[config.mk]
export PLATFORM = sky130hd
export DESIGN_NAME = mac_array_engine
export DESIGN_NICKNAME = d
export VERILOG_FILES = /design/src/rtl/mac_array_pkg.sv /design/src/rtl/mac_lane.sv /design/src/rtl/mac_array_engine.sv
export SDC_FILE = /design/constraint.sdc
export NUM_CORES = 2
export LEC_CHECK = 0
export CAP_MARGIN = 30
export CORE_AREA = 3 3 280 282
export CTS_BUF_LIST = sky130_fd_sc_hd__clkbuf_4
export DETAILED_ROUTE_END_ITERATION = 7
export DIE_AREA = 0 0 283 285
export PLACE_DENSITY = 0.79
export SYNTH_ARGS = -nofsm -noshare
export SYNTH_HDL_FRONTEND = slang
export SYNTH_SLANG_ARGS = --single-unit
[constraint.sdc]
create_clock -name clk -period 7.9 [get_ports clk]
set_input_delay 1.58 -clock clk [delete_from_list [all_inputs] [get_ports clk]]
set_output_delay 1.58 -clock clk [all_outputs]
set_load 0.01 [all_outputs]
[src/rtl/mac_array_pkg.sv]
// Shared types and width helpers for the MAC array engine and its lanes.
package mac_array_pkg;

    typedef enum logic [2:0] {
        ST_IDLE,
        ST_LOAD_FILT,
        ST_COMPUTE,
        ST_OUTPUT,
        ST_FINISH
    } state_t;

    function automatic int clog2(input int v);
        int r;
        r = 0;
        for (int i = 0; i < 31; i++) begin
            if ((1 << i) < v) r = i + 1;
        end
        return r;
    endfunction

    // Accumulator width: full product plus headroom for summing K products.
    function automatic int acc_width(input int dw, input int k);
        return 2 * dw + clog2(k);
    endfunction

    function automatic int idx_width(input int k);
        return (k > 1) ? clog2(k) : 1;
    endfunction

endpackage

[src/rtl/mac_lane.sv]
// One MAC lane: K-entry signed weight file plus a full-width signed accumulator.
module mac_lane
    import mac_array_pkg::*;
#(
    parameter int DW = 8,
    parameter int K  = 16
) (
    input  logic                                 clk,
    input  logic                                 rst_n,
    input  logic                                 w_we,
    input  logic [idx_width(K)-1:0]              w_idx,
    input  logic [DW-1:0]                        w_data,
    input  logic                                 x_vld,
    input  logic                                 x_first,
    input  logic [DW-1:0]                        x,
    output logic signed [acc_width(DW, K)-1:0]   acc
);
    localparam int ACCW = acc_width(DW, K);

    logic signed [DW-1:0]   w [K];
    logic signed [2*DW-1:0] prod;

    assign prod = $signed(x) * w[w_idx];

    always_ff @(posedge clk or negedge rst_n) begin
        if (!rst_n) begin
            for (int k = 0; k < K; k++) w[k] <= '0;
        end else if (w_we) begin
            w[w_idx] <= w_data;
        end
    end

    // Tap 0 reloads the accumulator so no separate clear cycle is needed per window.
    always_ff @(posedge clk or negedge rst_n) begin
        if (!rst_n) begin
            acc <= '0;
        end else if (x_vld) begin
            acc <= x_first ? ACCW'(prod) : acc + ACCW'(prod);
        end
    end

endmodule

[src/rtl/mac_array_engine.sv]
// P-lane MAC engine: loads K taps of per-lane weights, then streams n_win windows of
// broadcast samples. Define MAC_ARRAY_RELU_EN to clamp negative lane results to 0.
module mac_array_engine
    import mac_array_pkg::*;
#(
    parameter int P  = 4,
    parameter int DW = 8,
    parameter int AW = 9,
    parameter int K  = 16
) (
    input  logic                           clk,
    input  logic                           rst_n,
    input  logic                           start,
    input  logic [AW-1:0]                  filt_base,
    input  logic [AW-1:0]                  ifm_base,
    input  logic [AW-1:0]                  out_base,
    input  logic [3:0]                     stride,
    input  logic [AW-1:0]                  n_win,
    output logic                           mem_rd_en,
    output logic [AW-1:0]                  mem_rd_addr,
    input  logic [P*DW-1:0]                mem_rd_data,
    output logic                           out_valid,
    output logic [AW-1:0]                  out_addr,
    output logic [P*acc_width(DW, K)-1:0]  out_data,
    input  logic                           out_ready,
    output logic                           busy,
    output logic                           done,
    output state_t                         dbg_state
);
    localparam int ACCW = acc_width(DW, K);
    localparam int TW   = idx_width(K);

    state_t          state;
    logic [TW-1:0]   cnt;
    logic            rd_vld_q;
    logic            rd_filt_q;
    logic [TW-1:0]   rd_tap_q;
    logic [AW-1:0]   ifm_q;
    logic [AW-1:0]   out_base_q;
    logic [3:0]      stride_q;
    logic [AW-1:0]   n_win_q;
    logic [AW-1:0]   win_addr;
    logic [AW-1:0]   win_n;
    logic            last_cap;

    assign busy      = (state != ST_IDLE);
    assign dbg_state = state;
    assign last_cap  = rd_vld_q && (rd_tap_q == TW'(K - 1));

    // Output handshake: out_valid rises with out_addr/out_data settled and holds them
    // unchanged until out_ready; a result transfers on every edge where both are high.
    always_ff @(posedge clk or negedge rst_n) begin
        if (!rst_n) begin
            state       <= ST_IDLE;
            cnt         <= '0;
            mem_rd_en   <= 1'b0;
            mem_rd_addr <= '0;
            rd_vld_q    <= 1'b0;
            rd_filt_q   <= 1'b0;
            rd_tap_q    <= '0;
            ifm_q       <= '0;
            out_base_q  <= '0;
            stride_q    <= '0;
            n_win_q     <= '0;
            win_addr    <= '0;
            win_n       <= '0;
            out_valid   <= 1'b0;
            out_addr    <= '0;
            done        <= 1'b0;
        end else begin
            rd_vld_q  <= mem_rd_en;
            rd_filt_q <= (state == ST_LOAD_FILT);
            rd_tap_q  <= cnt;
            done      <= 1'b0;
            // Burst issue: K back-to-back reads from wherever the burst was started.
            if (mem_rd_en) begin
                if (cnt == TW'(K - 1)) begin
                    mem_rd_en <= 1'b0;
                end else begin
                    cnt         <= cnt + TW'(1);
                    mem_rd_addr <= mem_rd_addr + AW'(1);
                end
            end
            case (state)
                ST_IDLE: begin
                    if (start) begin
                        ifm_q       <= ifm_base;
                        out_base_q  <= out_base;
                        stride_q    <= stride;
                        n_win_q     <= n_win;
                        state       <= ST_LOAD_FILT;
                        mem_rd_en   <= 1'b1;
                        mem_rd_addr <= filt_base;
                        cnt         <= '0;
                    end
                end
                ST_LOAD_FILT: begin
                    if (last_cap) begin
                        if (n_win_q == '0) begin
                            state <= ST_FINISH;
                            done  <= 1'b1;
                        end else begin
                            state       <= ST_COMPUTE;
                            mem_rd_en   <= 1'b1;
                            mem_rd_addr <= ifm_q;
                            cnt         <= '0;
                            win_addr    <= ifm_q;
                            win_n       <= '0;
                        end
                    end
                end
                ST_COMPUTE: begin
                    if (last_cap) begin
                        state     <= ST_OUTPUT;
                        out_valid <= 1'b1;
                        out_addr  <= out_base_q + win_n;
                    end
                end
                ST_OUTPUT: begin
                    if (out_ready) begin
                        out_valid <= 1'b0;
                        if (win_n + AW'(1) == n_win_q) begin
                            state <= ST_FINISH;
                            done  <= 1'b1;
                        end else begin
                            state       <= ST_COMPUTE;
                            win_n       <= win_n + AW'(1);
                            win_addr    <= win_addr + AW'(stride_q);
                            mem_rd_en   <= 1'b1;
                            mem_rd_addr <= win_addr + AW'(stride_q);
                            cnt         <= '0;
                        end
                    end
                end
                ST_FINISH: state <= ST_IDLE;
                default:   state <= ST_IDLE;
            endcase
        end
    end

    for (genvar i = 0; i < P; i++) begin : g_lane
        logic signed [ACCW-1:0] acc;

        mac_lane #(.DW(DW), .K(K)) u_lane (
            .clk     (clk),
            .rst_n   (rst_n),
            .w_we    (rd_vld_q && rd_filt_q),
            .w_idx   (rd_tap_q),
            .w_data  (mem_rd_data[i*DW +: DW]),
            .x_vld   (rd_vld_q && !rd_filt_q),
            .x_first (rd_tap_q == '0),
            .x       (mem_rd_data[DW-1:0]),
            .acc     (acc)
        );

`ifdef MAC_ARRAY_RELU_EN
        assign out_data[i*ACCW +: ACCW] = acc[ACCW-1] ? '0 : acc;
`else
        assign out_data[i*ACCW +: ACCW] = acc;
`endif
    end

endmodule

==> results.json <==
{
  "status": "finished, final reports clean",
  "initial_core_util_pct": 58.2,
  "insertion_delay_ps": 1040,
  "wl_um": 108000,
  "synth_seq_cells": 675,
  "synthesis.area_per_instance_um2": 11.7,
  "clk_pin_slew_worst_paths_ps": 60,
  "hpwlAfterDp_um": 73500,
  "clockBufferDepth": 3,
  "die_w_um": 283,
  "finalCritPeriodShare_pct": 97.4,
  "drtAntennaViolNets": 0,
  "drive_gt1_share_pct": 26.5,
  "yosys.area.top_type": "dfrtp_1",
  "grt_pass1_wl_um": 172000,
  "cp.arrival_ps": 8590,
  "cts_buffers": 178,
  "min_period_ps": 7690,
  "crit_type": "reg -> reg",
  "overflow": 0,
  "cts_tree": "yes",
  "via_count": 30945,
  "fin_tns_setup_ps": 0,
  "vias_per_cell": 5.79,
  "worst_pin_slew_ps": 1020,
  "synth_cell_types": 77,
  "antenna_found_initial": 4,
  "hold_viol": 0,
  "ioPinCount": 181,
  "max_stage_delay_ps": 620,
  "setup_viol": 0,
  "synth_nets": 4303,
  "cp-end-kind": "flip-flop",
  "fin_nets": 4712,
  "crit_fanout": 6,
  "grt.total_usage_pct": 26.6,
  "numPortBuffers": 180,
  "ys.flop_type": "dfrtp_1",
  "maxSlewViolCount": 0,
  "syn_area_mm2": 0.0442,
  "first_pass_iters": 5,
  "die_area_mm2": 0.0807,
  "core_area_mm2": 0.0759,
  "cts_max_level": 4,
  "skew_ps": 77.9,
  "synth_edf_count": 0,
  "yosysTopAreaCellShare_pct": 38.2,
  "crit_path_frequent_cell": "fa_1",
  "grt_pass1_vias": 31873,
  "routabilityCongestion": 0.874,
  "synth.most_common_cell": "dfrtp_1",
  "synth_common_cells": "dfrtp_1 (675), inv_1 (346), mux2_2 (345), nand2_1 (234), fa_1 (226)",
  "whs_ps": 428,
  "synth_area_leaders": "dfrtp_1 (38%), fa_1 (10%), mux2_2 (8.8%)",
  "relSlewSlack_pct": 32.0,
  "cp_slowest_cell": "mux4_2",
  "ys_seq_area_share_pct": 38.2,
  "root_buffer": "clkbuf_4",
  "rows": 101,
  "wire_per_inst_um": 20.2,
  "area_growth_pct": 16.6,
  "hold_buffers": 0,
  "cp-start-kind": "flip-flop",
  "ys_async_sr_fraction_pct": 100,
  "drv_cap": 0,
  "cts_sinks": 675,
  "min_path_type": "reg -> reg",
  "grt_max_degree": 166,
  "required_ps": 8800,
  "die_h_um": 285,
  "drc": 0,
  "yosysWarnings": 0,
  "synthCells": 3782,
  "rsz0062_at_grt": "yes",
  "maxClockFrequency_mhz": 130,
  "initialDrtViolationCount": 2177
}
==> registers in the layout, indices dropped and copies added (netlist names) <==
| register | cells |
|---|---|
| cnt | 4 |
| mem_rd_en | 1 |
| ifm_q | 9 |
| dbg_state | 3 |
| g_lane.u_lane.w | 512 |
| stride_q | 4 |
| done | 1 |
| rd_tap_q | 4 |
| out_base_q | 9 |
| out_valid | 1 |
| win_addr | 9 |
| win_n | 9 |
| rd_vld_q | 1 |
| mem_rd_addr | 9 |
| n_win_q | 9 |
| out_addr | 9 |
| rd_filt_q | 1 |
| g_lane.u_lane.acc | 80 |
==> repair_timing <==
action	4_1_cts	5_1_grt
cloned	0	1
setup endpoints to repair	5	19
gates resized for setup	0	120
pin swaps	0	66
setup buffers	2	46
==> stage by stage <==
| step | utilization (%) | worst slack, ps | instance area (um2) | instances |
|---|---|---|---|---|
| after floorplan | - | 66.9 | 44200 | 3782 |
| after global placement | 63.5 | -67.0 | 48300 | 4989 |
| after detailed placement | 63.6 | -152 | 48300 | 4991 |
| after CTS | 66.4 | 11.3 | 50400 | 5295 |
| after global routing | 67.8 | -217 | 51500 | 5346 |
| final | 67.8 | 205 | 51500 | 5348 |
==> area by class of cell <==
cell class,instances,area (um2)
diodes,5,12.5
clock buffers,242,1820
inverters,351,1320
well taps,1030,1290
multi-input cells,2555,25800
fillers,5384,24400
repair buffers,430,4110
clock inverters,60,317
flip-flops and latches,675,16900
==> cell families after synthesis <==
| group | Yosys count | synth area share [%] |
|---|---|---|
| compound gates | 491 | 6.90 |
| flops | 675 | 38.2 |
| mux | 725 | 22.4 |
| buf+inv | 552 | 4.84 |
| fa+ha+maj | 445 | 16.4 |
| simple gates | 737 | 8.04 |
| xor+xnor | 157 | 3.11 |
==> path summary, 6_finish.rpt <==
path | cells after the start | slack [ps] | from | end
min in group asynchronous | 1 | 490 | rst_n | g_lane[2].u_lane.acc[8]$_DFFE_PN0P_
worst min register to register | 0 | 430 | cnt[3]$_DFF_PN0_ | rd_tap_q[3]$_DFF_PN0_
worst min-delay path | 0 | 430 | cnt[3]$_DFF_PN0_ | rd_tap_q[3]$_DFF_PN0_
worst max register to register | 28 | 210 | rd_tap_q[0]$_DFF_PN0_ | g_lane[3].u_lane.acc[19]$_DFFE_PN0P_
worst max-delay path | 28 | 210 | rd_tap_q[0]$_DFF_PN0_ | g_lane[3].u_lane.acc[19]$_DFFE_PN0P_
max in group asynchronous | 2 | 5790 | rst_n | rd_tap_q[0]$_DFF_PN0_
==> cell usage in the layout, fill, tap and decap left out, drive strengths merged, types with 37 or more instances in the layout <==
cell | netlist | routed
a21oi | 148 | 148
dfrtp | 675 | 675
o21ai | 139 | 139
and2 | 174 | 174
clkbuf | 128 | 243
mux4 | 156 | 156
xnor2 | 104 | 104
xor2 | 53 | 53
clkdlybuf4s50 | 0 | 178
nand2 | 234 | 234
ha | 219 | 219
inv | 351 | 355
mux2 | 552 | 552
a21o | 44 | 44
nor2 | 170 | 170
nor3 | 37 | 37
fa | 226 | 226
buf | 73 | 251
clkinv | 0 | 54
==> per-layer routing <==
metal	share of wire [%]	routed length (um)	track usage [%]	vias to the layer above
met3	5.5	5940	5.16	231
met2	49	53300	44.6	873
met5	0.025	27	0	-
met1	42	45400	35.0	15823
met4	3.4	3630	9.02	4
li1	-	-	-	14014
==> worst max-delay path, delay by kind of cell, from the launching register on <==
kind | cells | cell delay (ps)
adders and majority gates | 6 | 2440
xor gates and xnor gates | 1 | 100
DFF | 1 | 510
muxes | 2 | 1050
AOI/OAI and AO/OA | 10 | 1820
buffers and inverters | 6 | 740
and+or+nand+nor | 3 | 870
Power is left out: the tool's default activity adds up to more than one toggle a clock period on the data nets, which glitch-free logic cannot reach.
